==> config.mk <==
export PLATFORM = sky130hd
export DESIGN_NAME = out_fifo_ctrl
export DESIGN_NICKNAME = d
export VERILOG_FILES = /design/src/rtl/out_fifo_ctrl.sv
export SDC_FILE = /design/constraint.sdc
export NUM_CORES = 1
export LEC_CHECK = 0
export CORE_MARGIN = 2
export CORE_UTILIZATION = 33
export DETAILED_ROUTE_END_ITERATION = 16
export SYNTH_ARGS = -nofsm -noshare
export SYNTH_HDL_FRONTEND = slang
export SYNTH_SLANG_ARGS = --single-unit
==> constraint.sdc <==
create_clock -name clk -period 6.74 [get_ports clk]
set_input_delay 2.022 -clock clk [delete_from_list [all_inputs] [get_ports clk]]
set_output_delay 2.022 -clock clk [all_outputs]
set_load 0.05 [all_outputs]
==> src/rtl/out_fifo_ctrl.sv <==
`default_nettype none
// ============================================================================
// Module   : out_fifo_ctrl
// Brief    : Memory-mapped character output FIFO with a status register and a
//            sent counter. The sink side uses a valid/ready handshake.
// Revision : 1.0 - initial release
// ============================================================================
module out_fifo_ctrl #(
  parameter int          DEPTH = 8,
  parameter logic [31:0] BASE  = 32'h0000_4000
) (
  input  logic        clk,
  input  logic        reset,
  input  logic [31:0] daddr,
  input  logic [31:0] dwdata,
  input  logic [3:0]  dwe,
  output logic [31:0] drdata,
  output logic [7:0]  pdata,
  output logic        pvalid,
  input  logic        pready
);

  localparam int          C_AW       = $clog2(DEPTH);
  localparam int          C_LW       = C_AW + 1;
  localparam logic [31:0] C_STATUS   = BASE + 32'd4;
  localparam logic [31:0] C_COUNT    = BASE + 32'd8;
  localparam logic [C_LW-1:0] C_FULL_LVL = C_LW'(DEPTH);

  logic [7:0]      r_mem [DEPTH];
  logic [C_AW-1:0] r_wptr;
  logic [C_AW-1:0] r_rptr;
  logic [C_LW-1:0] r_level;
  logic            r_ovf;
  logic [31:0]     r_sent;

  logic            w_empty;
  logic            w_full;
  logic            w_push;
  logic            w_pop;
  logic            w_push_ok;
  logic            w_ovf_set;
  logic            w_ovf_clr;
  logic [7:0]      w_push_byte;
  logic [6:0]      w_level7;

  assign w_empty     = (r_level == '0);
  assign w_full      = (r_level == C_FULL_LVL);
  assign w_push      = (daddr == BASE) && (dwe != 4'b0000);
  assign w_pop       = !w_empty && pready;
  // A push into a full FIFO is still accepted when the head leaves this cycle.
  assign w_push_ok   = w_push && (!w_full || w_pop);
  assign w_ovf_set   = w_push && w_full && !w_pop;
  assign w_ovf_clr   = (daddr == C_STATUS) && dwe[0] && dwdata[2];
  assign w_push_byte = dwe[0] ? dwdata[7:0] : 8'h00;
  assign w_level7    = 7'(r_level);

  assign pvalid = !w_empty;
  assign pdata  = w_empty ? 8'h00 : r_mem[r_rptr];

  // Storage is deliberately not reset; only the pointers/level define validity.
  always_ff @(posedge clk) begin
    if (!reset && w_push_ok) begin
      r_mem[r_wptr] <= w_push_byte;
    end
  end

  always_ff @(posedge clk) begin
    if (reset) begin
      r_wptr  <= '0;
      r_rptr  <= '0;
      r_level <= '0;
      r_ovf   <= 1'b0;
      r_sent  <= '0;
    end else begin
      if (w_push_ok) begin
        r_wptr <= r_wptr + C_AW'(1);
      end
      if (w_pop) begin
        r_rptr <= r_rptr + C_AW'(1);
        r_sent <= r_sent + 32'd1;
      end
      case ({w_push_ok, w_pop})
        2'b10:   r_level <= r_level + C_LW'(1);
        2'b01:   r_level <= r_level - C_LW'(1);
        default: r_level <= r_level;
      endcase
      if (w_ovf_set) begin
        r_ovf <= 1'b1;
      end else if (w_ovf_clr) begin
        r_ovf <= 1'b0;
      end
    end
  end

  always_comb begin
    drdata = 32'h0000_0000;
    if (daddr == C_STATUS) begin
      drdata = {17'd0, w_level7, 5'd0, r_ovf, w_full, w_empty};
    end else if (daddr == C_COUNT) begin
      drdata = r_sent;
    end
  end

endmodule
`default_nettype wire

==> results.cfg, run 1 <==
[finish]
fillers = 1325
fin_util_pct = 45.3
areaGrowthSynthToFinish_pct = 34.0
layout-drive-gt1-share_pct = 16.5
nets = 574
design_area_um2 = 6610
final_common_cell = edfxtp_1
diodes = 0
final_cell_mix = 64 x edfxtp_1, 56 x nor2_1, 55 x clkdlybuf4s50_1, 46 x dfxtp_1, 37 x and2_1

[clocking]
cts_buffers = 9
post_cts_buffers = 0
cts_tree = built
cts.htree.levels = 3
path_clk_slew_ns = 0.07
clk_latency_ns = 0.35
clockRootBuffer = clkbuf_16
cts_hold_buffers = 0
clk_path_buf_depth = 2
cts_resized = 0
cts_num_sinks = 110

[routing]
finalWirelength_mm = 10.9
drt-initial-drc-count = 217
vias = 3385
antenna_left = 0
first_pass_iters = 5
wl_per_cell_um = 15.9
remaining_drc_errors = 0
viasPerCell = 4.93

[synth]
postSynthCellCount = 407
avgSynthCellArea_um2 = 12.1
netlist_area_um2 = 4930
synth.distinct_cells = 43
synth_nets = 484
async_reset_ff_share_pct = 0
ys.flop_type = edfxtp_1
ys_seq_elements = 110
synth-edff-count = 64
synth.yosys.seq_area_share_pct = 57.7
yosysWarnings = 0

[sta]
fin_crit_sh_pct = 90.2
hold_viol = 0
setup_viol = 0
finalClockSkew_ns = 0.0105
slew_violations = 0
fmax_mhz = 164
min_period_ns = 6.08
fin_tns_setup_ns = 0
worst_pin_slew_ns = 1.12
setup_slack_ns = 0.657
grt_setup_unrepaired = no
timing.slew.headroom_pct = 24.9

[power_and_ir_drop]
p_leak_nw = 2.14
power_w = 0.00168
p_per_area_nw_per_um2 = 254
max-vdd-ir-drop_mv = 0.129

[setup_path]
cp.required_ns = 4.72
crit_fanout = 32
cp-start-kind = primary input
worstSetupPathType = primary input to primary output
endpoint_kind = primary output
worstPathArrival_ns = 4.06

[floorplanning]
io-pin-count = 112
die_w_um = 126
core_area_um2 = 14600
dieArea_um2 = 15900
rows = 44
start_util_pct = 33.8
die_y_um = 126

[global_route]
grt_max_degree = 51
grt_pass1_vias = 3534
antenna_found_initial = 0
track_usage_pct = 14.5
globalRouteOverflowTotal = 0
grt_pass1_wl_mm = 18.2

[placement]
numPortBuffers = 87
hpwl_mm = 7.25
gp_congestion = 0.762
place_ws_ns = 0.678
place_area_um2 = 6300

[hold_path]
worstHoldPathType = register to register

[outcome]
status = finished clean

[job]
maxCapViolCount = 0
[Yosys cell counts, types with 3 or more instances]
cell type	n	area share, %
a21oi_1	10	1.0
xnor2_1	17	3.0
nand2_1	16	1.2
dfxtp_1	46	19
mux4_2	16	7.3
ha_1	5	1.3
edfxtp_1	64	39
nor2_1	56	4.3
mux2i_1	12	2.4
nor4b_1	4	0.71
nor4_1	11	1.4
and2_1	37	4.7
clkbuf_1	11	0.84
buf_1	3	0.23
a22o_1	5	0.89
o21ai_0	6	0.61
or3_1	4	0.51
inv_1	14	1.1
nor3_1	8	0.81
nand3_1	9	0.91
buf_2	3	0.30
nand4_1	9	1.1
xor2_1	14	2.5
[cell families after synthesis]
logic type | after synthesis | synth area share (%)
AND/OR/NAND/NOR | 172 | 18.9
flip-flops | 110 | 57.7
XOR/XNOR | 31 | 5.51
buffers and inverters | 31 | 2.44
multiplexers | 30 | 10.2
AO/OA/AOI/OAI | 27 | 3.68
adder cells (fa/ha/maj) | 6 | 1.67
[worst max-delay path: stages]
cell and delay (ns):
clkdlybuf4s50_1 0.41, nor4b_1 0.36, nand4_1 0.23, nor4b_2 0.27, buf_4 0.33, a22o_1 0.27, buf_12 0.15
[path summary, 6_finish.rpt]
check | slack, ns | start | cells after the start | end
max reg2reg | 3.87 | r_level[3]$_SDFFE_PP0P_ | 6 | r_sent[22]$_SDFFE_PP0N_
min reg2reg | 0.51 | r_sent[13]$_SDFFE_PP0N_ | 2 | r_sent[13]$_SDFFE_PP0N_
min | 0.51 | r_sent[13]$_SDFFE_PP0N_ | 2 | r_sent[13]$_SDFFE_PP0N_
max | 0.66 | daddr[15] | 7 | drdata[10]
[cell type report]
| class | instances | area [um2] | area share (%) |
|---|---|---|---|
| Sequential cell | 110 | 2840 | 43.0 |
| Multi-Input combinational cell | 266 | 1980 | 30.0 |
| Timing Repair Buffer | 96 | 1200 | 18.1 |
| Tap cell | 184 | 230 | 3.48 |
| Clock buffer | 9 | 225 | 3.41 |
| Clock inverter | 7 | 80.1 | 1.21 |
| Inverter | 14 | 52.6 | 0.795 |
[per-layer routing]
layer / global-route usage, % / vias to the layer above / wire [um]
li1: - / 1646 / -
met1: 19.6 / 1645 / 5090
met2: 22.4 / 84 / 5110
met3: 4.80 / 10 / 567
met4: 4.46 / 0 / 126
met5: 0 / - / 0
[registers in the layout, indices dropped and copies added, names as in the netlist, named ones only]
register  flops
r_rptr        3
r_wptr        3
r_sent       32
r_mem        64
r_ovf         1
r_level       4
[power breakdown]
group / total (W) / internal, W / switching (W)
Clock: 0.000544 / 0.000295 / 0.000249
Sequential: 0.000762 / 0.000722 / 0.0000397
Combinational: 0.000375 / 0.000163 / 0.000211
[stage by stage]
stage / hold slack [ns] / instances
after floorplan: 0.462 / 407
after global placement: 0.481 / 670
after detailed placement: 0.492 / 670
after CTS: 0.509 / 686
after global routing: 0.538 / 686
final: 0.507 / 686
(Power assumes the default switching activity.)
==> run 2: changes to the inputs <==
SETUP_SLACK_MARGIN = 0.3   (was not set)
==> results of run 2 <==
Same layout as run 1: the final DEF is identical, and so are final timing and power.
